### src/rtl/ro_bus_capture_if.sv
// Readout-bus capture port bundle: shared bus lines in, tagged event words out.
// ev_ts is present only when RO_CAPTURE_TIMESTAMP_EN is defined.
interface ro_bus_capture_if #(
    parameter int CNT_W      = 19,
    parameter int FIFO_DEPTH = 8
);
    localparam int LVL_W = $clog2(FIFO_DEPTH) + 1;

    logic             bus_eve;
    logic             bus_pol_eve;

    // Handshake: the head word transfers at a posedge where ev_valid & ev_ready are both 1.
    // ev_valid never depends on ev_ready; the head word holds steady until it is accepted.
    logic             ev_valid;
    logic             ev_ready;
    logic [4:0]       ev_core;
    logic             ev_pol;
`ifdef RO_CAPTURE_TIMESTAMP_EN
    logic [CNT_W-1:0] ev_ts;
`endif
    logic [LVL_W-1:0] fifo_level;
    logic             overflow;

`ifdef RO_CAPTURE_TIMESTAMP_EN
    modport master (
        output bus_eve, bus_pol_eve, ev_ready,
        input  ev_valid, ev_core, ev_pol, ev_ts, fifo_level, overflow
    );
    modport slave (
        input  bus_eve, bus_pol_eve, ev_ready,
        output ev_valid, ev_core, ev_pol, ev_ts, fifo_level, overflow
    );
`else
    modport master (
        output bus_eve, bus_pol_eve, ev_ready,
        input  ev_valid, ev_core, ev_pol, fifo_level, overflow
    );
    modport slave (
        input  bus_eve, bus_pol_eve, ev_ready,
        output ev_valid, ev_core, ev_pol, fifo_level, overflow
    );
`endif
endinterface

### src/rtl/ro_bus_capture.sv
// Off-core receiver for the time-multiplexed readout bus: replicates the gray-counter slot
// schedule, tags sampled events with their owning core and buffers them in a show-ahead FIFO.
// Define RO_CAPTURE_TIMESTAMP_EN to also store the slot count per word and expose ev_ts.
module ro_bus_capture #(
    parameter int CNT_W      = 19,
    parameter int N_CORES    = 19,
    parameter int FIFO_DEPTH = 8
) (
    input  logic            clk_master,
    input  logic            rstb,
    ro_bus_capture_if.slave rb
);
    localparam int         AW        = $clog2(FIFO_DEPTH);
    localparam int         LVL_W     = AW + 1;
    localparam logic [4:0] N_CORES_L = 5'(N_CORES);
`ifdef RO_CAPTURE_TIMESTAMP_EN
    localparam int         WORD_W    = 6 + CNT_W;
`else
    localparam int         WORD_W    = 6;
`endif

    // Owner of slot k is the gray bit that flips when loading k: ctz(k)+1, or the MSB on wrap.
    function automatic logic [4:0] slot_owner(input logic [CNT_W-1:0] k);
        logic [4:0] o;
        o = 5'(CNT_W);
        for (int i = CNT_W - 1; i >= 0; i--) begin
            if (k[i]) o = 5'(i + 1);
        end
        return o;
    endfunction

    logic [CNT_W-1:0] cnt_q, cnt_d;
    logic [4:0]       slot_core_q, slot_core_d;
    logic             slot_ok_q, slot_ok_d;

    always_comb begin
        cnt_d       = cnt_q + CNT_W'(1);
        slot_core_d = slot_owner(cnt_d);
        slot_ok_d   = (slot_core_d <= N_CORES_L);
    end

    always_ff @(posedge clk_master or negedge rstb) begin
        if (!rstb) begin
            cnt_q       <= '0;
            slot_core_q <= '0;
            slot_ok_q   <= 1'b0;
        end else begin
            cnt_q       <= cnt_d;
            slot_core_q <= slot_core_d;
            slot_ok_q   <= slot_ok_d;
        end
    end

    // Negedge sampling lands in the middle of the high-phase tristate-enable window.
    logic       stg_eve_q;
    logic       stg_pol_q;
    logic       stg_ok_q;
    logic [4:0] stg_core_q;
`ifdef RO_CAPTURE_TIMESTAMP_EN
    logic [CNT_W-1:0] stg_cnt_q;
`endif

    always_ff @(negedge clk_master or negedge rstb) begin
        if (!rstb) begin
            stg_eve_q  <= 1'b0;
            stg_pol_q  <= 1'b0;
            stg_ok_q   <= 1'b0;
            stg_core_q <= '0;
`ifdef RO_CAPTURE_TIMESTAMP_EN
            stg_cnt_q  <= '0;
`endif
        end else begin
            stg_eve_q  <= rb.bus_eve;
            stg_pol_q  <= rb.bus_pol_eve;
            stg_ok_q   <= slot_ok_q;
            stg_core_q <= slot_core_q;
`ifdef RO_CAPTURE_TIMESTAMP_EN
            stg_cnt_q  <= cnt_q;
`endif
        end
    end

    logic              push;
    logic [WORD_W-1:0] push_word;

    assign push = stg_eve_q & stg_ok_q;
`ifdef RO_CAPTURE_TIMESTAMP_EN
    assign push_word = {stg_core_q, stg_pol_q, stg_cnt_q};
`else
    assign push_word = {stg_core_q, stg_pol_q};
`endif

    logic [WORD_W-1:0] mem_q [FIFO_DEPTH];
    logic [AW-1:0]     wr_ptr_q, wr_ptr_d;
    logic [AW-1:0]     rd_ptr_q, rd_ptr_d;
    logic [LVL_W-1:0]  count_q, count_d;
    logic              ovf_q, ovf_d;
    logic [WORD_W-1:0] head_q, head_d;
    logic              full;
    logic              pop;
    logic              push_acc;

    always_comb begin
        full     = (count_q == LVL_W'(FIFO_DEPTH));
        pop      = (count_q != '0) & rb.ev_ready;
        // A full FIFO still accepts a push when the head leaves in the same cycle.
        push_acc = push & (~full | pop);
        wr_ptr_d = push_acc ? wr_ptr_q + AW'(1) : wr_ptr_q;
        rd_ptr_d = pop ? rd_ptr_q + AW'(1) : rd_ptr_q;
        count_d  = count_q;
        if (push_acc & ~pop) begin
            count_d = count_q + LVL_W'(1);
        end else if (pop & ~push_acc) begin
            count_d = count_q - LVL_W'(1);
        end
        ovf_d  = ovf_q | (push & full & ~pop);
        // Head register holds its last value once the FIFO drains.
        head_d = head_q;
        if (count_d != '0) begin
            if (push_acc && (wr_ptr_q == rd_ptr_d)) begin
                head_d = push_word;
            end else begin
                head_d = mem_q[rd_ptr_d];
            end
        end
    end

    always_ff @(posedge clk_master) begin
        if (push_acc) begin
            mem_q[wr_ptr_q] <= push_word;
        end
    end

    always_ff @(posedge clk_master or negedge rstb) begin
        if (!rstb) begin
            wr_ptr_q <= '0;
            rd_ptr_q <= '0;
            count_q  <= '0;
            ovf_q    <= 1'b0;
            head_q   <= '0;
        end else begin
            wr_ptr_q <= wr_ptr_d;
            rd_ptr_q <= rd_ptr_d;
            count_q  <= count_d;
            ovf_q    <= ovf_d;
            head_q   <= head_d;
        end
    end

    assign rb.ev_valid   = (count_q != '0);
    assign rb.fifo_level = count_q;
    assign rb.overflow   = ovf_q;
    assign rb.ev_core    = head_q[WORD_W-1 -: 5];
    assign rb.ev_pol     = head_q[WORD_W-6];
`ifdef RO_CAPTURE_TIMESTAMP_EN
    assign rb.ev_ts      = head_q[CNT_W-1:0];
`endif

endmodule

### src/flat_wrapper.sv
// flat-port wrapper written by rule: the top's interface ports become plain ports
module ro_bus_capture_flat 
#(
    parameter int CNT_W      = 19,
    parameter int N_CORES    = 19,
    parameter int FIFO_DEPTH = 8
)
  (clk_master, rstb, rb_bus_eve, rb_bus_pol_eve, rb_ev_ready, rb_ev_valid, rb_ev_core, rb_ev_pol, rb_fifo_level, rb_overflow);
  ro_bus_capture_if #(.CNT_W(CNT_W), .FIFO_DEPTH(FIFO_DEPTH)) rb_i ();
  input  logic clk_master;
  input  logic rstb;
  input wire logic [$bits(rb_i.bus_eve)-1:0] rb_bus_eve;
  input wire logic [$bits(rb_i.bus_pol_eve)-1:0] rb_bus_pol_eve;
  input wire logic [$bits(rb_i.ev_ready)-1:0] rb_ev_ready;
  output wire logic [$bits(rb_i.ev_valid)-1:0] rb_ev_valid;
  output wire logic [$bits(rb_i.ev_core)-1:0] rb_ev_core;
  output wire logic [$bits(rb_i.ev_pol)-1:0] rb_ev_pol;
  output wire logic [$bits(rb_i.fifo_level)-1:0] rb_fifo_level;
  output wire logic [$bits(rb_i.overflow)-1:0] rb_overflow;
  assign rb_i.bus_eve = rb_bus_eve;
  assign rb_i.bus_pol_eve = rb_bus_pol_eve;
  assign rb_i.ev_ready = rb_ev_ready;
  assign rb_ev_valid = rb_i.ev_valid;
  assign rb_ev_core = rb_i.ev_core;
  assign rb_ev_pol = rb_i.ev_pol;
  assign rb_fifo_level = rb_i.fifo_level;
  assign rb_overflow = rb_i.overflow;
  ro_bus_capture #(.CNT_W(CNT_W), .N_CORES(N_CORES), .FIFO_DEPTH(FIFO_DEPTH)) u_core (.clk_master(clk_master), .rstb(rstb), .rb(rb_i));
endmodule
### config.mk
export PLATFORM = sky130hd
export DESIGN_NAME = ro_bus_capture_flat
export DESIGN_NICKNAME = d
export VERILOG_FILES = /design/src/rtl/ro_bus_capture_if.sv /design/src/rtl/ro_bus_capture.sv /design/src/flat_wrapper.sv
export SDC_FILE = /design/constraint.sdc
export NUM_CORES = 1
export LEC_CHECK = 0
export CAP_MARGIN = 25
export CORE_MARGIN = 4
export CORE_UTILIZATION = 60
export CTS_BUF_LIST = sky130_fd_sc_hd__clkbuf_2 sky130_fd_sc_hd__clkbuf_4 sky130_fd_sc_hd__clkbuf_8
export CTS_CLUSTER_DIAMETER = 50
export DETAILED_ROUTE_END_ITERATION = 8
export PLACE_DENSITY = 0.79
export SYNTH_ARGS = -nofsm -noshare
export SYNTH_HDL_FRONTEND = slang
export SYNTH_SLANG_ARGS = --single-unit
export TNS_END_PERCENT = 5
### constraint.sdc
create_clock -name clk_master -period 4.82 [get_ports clk_master]
set_input_delay 0.964 -clock clk_master [delete_from_list [all_inputs] [get_ports clk_master]]
set_output_delay 0.964 -clock clk_master [all_outputs]
set_load 0.01 [all_outputs]
==> run summary <==
Result of the run = finished, final reports clean
Last weighted congestion value of the routability-driven placer = 0.828
Top cell family by delay on the critical path = simple AND/OR/NAND/NOR gates
Core Region = 0.00721 mm²
Die Y = 94.2 µm
Cell chain of the critical path = nand2_2 -> a211oi_1 -> a32oi_1 -> xnor2_1 -> or4_4 -> o21ai_0 -> o22ai_1
Warnings from Yosys = 0
Worst-path cell with the longest stage delay = sky130_fd_sc_hd__or4_4
#FFs+latches synth = 97
I/O Buffers = 16
CTS Buf Count = 9
Sum of net half-perimeters after detailed placement = 5910 µm
Maximum number of pins on one net before global-route repair = 29
Cell variety after synth = 60
First-pass GRT wire length = 14200 µm
Number of nets produced by synthesis = 387
Clock Latency Late Sink = 0.35 ns
Relative max-transition margin = 24.9%
Area growth from synthesis to layout = 9.36%
Horiz. Die Dim = 94.2 µm
Antenna viol nets, final = 0
Max incr delay on CP = 0.65 ns
IO Pins = 17
Startpoint Class = flip-flop
Clock root buffer = sky130_fd_sc_hd__clkbuf_8
Number of iterations in the first detailed-routing pass = 4
Starting density of the core = 61.7%
Cell Area, Synth = 0.00445 mm²
Starting DRC count in detailed routing = 189
Vias post-DR = 2989
Clock tree from TritonCTS = built
Number of global-route vias before repair = 2881
Startpoint of the worst setup timing path = u_core.stg_eve_q
Hold crit path type = reg -> reg
Global-route usage over all layers = 20.7%
Mean routed wirelength per cell = 17.2 µm
CP Data Arrival Time = 4.75 ns
Final TNS setup = 0 ns
Worst clock skew = 0.0228 ns
RSZ-0062 raised after global routing = no
Post-layout net count = 396
Num rows = 31
Total congestion overflow = 0
Hold violation total from the final report = 0
Worst path bufs/invs = 0
Launch point of the worst reg-to-reg path = u_core.stg_eve_q
Final setup vio count = 0
Sequential element share of the synthesized area = 59.9%
Count of unresolved DRC violations after routing = 0
Count of inserted antenna diode cells = 0
Post-synthesis average cell area = 11.8 µm²
Flip-flop cell with the highest count after synthesis = sky130_fd_sc_hd__edfxtp_1
Share of layout cells above drive strength 1 = 9.21%
Per-cell via count in the routed design = 6.10
Worst-case vdd ir drop = 0.000208 V
Routed WL = 8420 µm
Critical Path Sink Type = flip-flop
Count of flip-flops with a built-in enable after synthesis = 48
Depth of the CTS H-tree = 3
LEAKAGE = 1.89 nW
Power density cells = 515 mW/mm²
Total power draw = 0.00251 W
Worst EP required = 5.06 ns
Worst-path fanout max = 12
Worst Tran Pin Value = 1.09 ns
Max Slew Vio Count = 0
Worst hold margin = 0.496 ns
Number of cells produced by synthesis = 377
Max-cap violation count = 0
Async set-or-reset flop fraction in the synthesized netlist = 50.5%
Crit Path Class = reg -> reg
Min-Delay Startpoint = u_core.rb.overflow
Clock Tree Buf Depth = 2
Reg clk slew, reported paths = 0.09 ns
TritonCTS sink count = 97
Full die area = 0.00886 mm²
Initial antenna violation count = 0
==> power breakdown <==
group          total [W]  switching [W]  internal [W]
combinational   0.000901       0.000470      0.000431
sequential       0.00109       0.000120      0.000970
clock           0.000516       0.000277      0.000239
total            0.00251       0.000868       0.00164
==> final timing paths <==
kind / end / slack, ns / cells after the start
min reg2reg: u_core.rb.overflow / 0.50 / 1
max: u_core.head_q[5] / 0.31 / 7
max reg2reg: u_core.head_q[5] / 0.31 / 7
min: u_core.rb.overflow / 0.50 / 1
min in group asynchronous: u_core.rb.fifo_level[0] / 0.61 / 1
max in group asynchronous: u_core.stg_core_q[4] / 1.48 / 1
==> cells in the mapped netlist (3+ instances only) <==
cell                       count  share of area, %
sky130_fd_sc_hd__a31oi_1       7              0.98
sky130_fd_sc_hd__nand3_1      16               1.8
sky130_fd_sc_hd__nand4_1       3              0.42
sky130_fd_sc_hd__or3_1         3              0.42
sky130_fd_sc_hd__o21ai_1       3              0.34
sky130_fd_sc_hd__o211a_1       6               1.3
sky130_fd_sc_hd__xnor2_1      17               3.3
sky130_fd_sc_hd__nand2_1      16               1.3
sky130_fd_sc_hd__nor3_1       14               1.6
sky130_fd_sc_hd__clkbuf_1     20               1.7
sky130_fd_sc_hd__xor2_1       10               2.0
sky130_fd_sc_hd__nand2b_1      4              0.56
sky130_fd_sc_hd__o221ai_1     18               3.5
sky130_fd_sc_hd__inv_1        15               1.3
sky130_fd_sc_hd__edfxtp_1     48                32
sky130_fd_sc_hd__dfrtp_1      41                23
sky130_fd_sc_hd__o22ai_1      16               2.2
sky130_fd_sc_hd__and3_1        6              0.84
sky130_fd_sc_hd__nor2_1       23               1.9
sky130_fd_sc_hd__mux2i_1       3              0.67
sky130_fd_sc_hd__o21ai_0      21               2.4
sky130_fd_sc_hd__o22a_1        6               1.2
sky130_fd_sc_hd__dfrtn_1       8               4.5
sky130_fd_sc_hd__a21oi_1       3              0.34
sky130_fd_sc_hd__ha_1          5               1.4
==> layout make-up <==
cell class	instances	area (µm²)
fillers	545	2340
clock buffers	9	124
repair buffers	24	215
well taps	99	124
inverters	15	56.3
multi-input cells	239	1610
flip-flops and latches	97	2670
clock inverters	7	68.8
==> worst reg2reg max path, delay by kind of cell (launching register included) <==
family | cells | cell delay (ns)
DFF | 1 | 0.42
xor gates and xnor gates | 1 | 0.15
AOI/OAI and AO/OA | 4 | 0.64
and+or+nand+nor | 2 | 0.79
==> flip-flops by register name, summed over array words and instances (netlist names), 3 cells and up <==
name                  cells
u_core.wr_ptr_q           3
u_core.slot_core_q        5
u_core.cnt_q             18
u_core.mem_q             48
u_core.rd_ptr_q           3
u_core.rb.fifo_level      4
u_core.head_q             6
u_core.stg_core_q         5
==> routing by layer <==
layer | track usage [%] | wire length (µm) | vias to the layer above
met3 | 3.69 | 270 | 13
met2 | 34.5 | 4210 | 71
met4 | 6.74 | 156 | 0
met5 | 0 | 0 | -
met1 | 27.4 | 3790 | 1464
li1 | - | - | 1441
==> kinds of logic after synthesis <==
| kind of cell | count (synthesis) | share of synthesized area, % |
|---|---|---|
| AO/OA/AOI/OAI | 102 | 16.6 |
| XOR/XNOR | 28 | 5.68 |
| adder cells (fa/ha/maj) | 5 | 1.40 |
| buffers and inverters | 41 | 3.91 |
| flip-flops | 97 | 59.9 |
| multiplexers | 4 | 0.927 |
| other | 1 | 0.0842 |
| AND/OR/NAND/NOR | 99 | 11.5 |
==> repair_timing <==
item | CTS | global route
buffers inserted | 0 | 0
hold buffers | 0 | 0
setup endpoints to repair | 0 | 1
gates resized for setup | 0 | 1
==> cells in the final DEF (no fill, tap or decap), drive strengths merged, types with 15 or more instances in the layout <==
cell / count
inv: 16
nand3: 16
nand2: 16
xnor2: 17
o21ai: 26
clkdlybuf4s50: 15
edfxtp: 48
dfrtp: 41
o221ai: 18
o22ai: 18
nor2: 23
==> stage by stage <==
step	instance area, µm²	cells	worst slack, ns	util, %
detailed placement	4670	473	0.213	64.7
floorplan	4450	377	0.357	-
CTS	4860	489	0.218	67.4
global placement	4670	473	0.311	64.7
finish	4870	490	0.309	67.5
global route	4870	490	0.128	67.5
No activity file was read; power rests on OpenSTA's default activity.
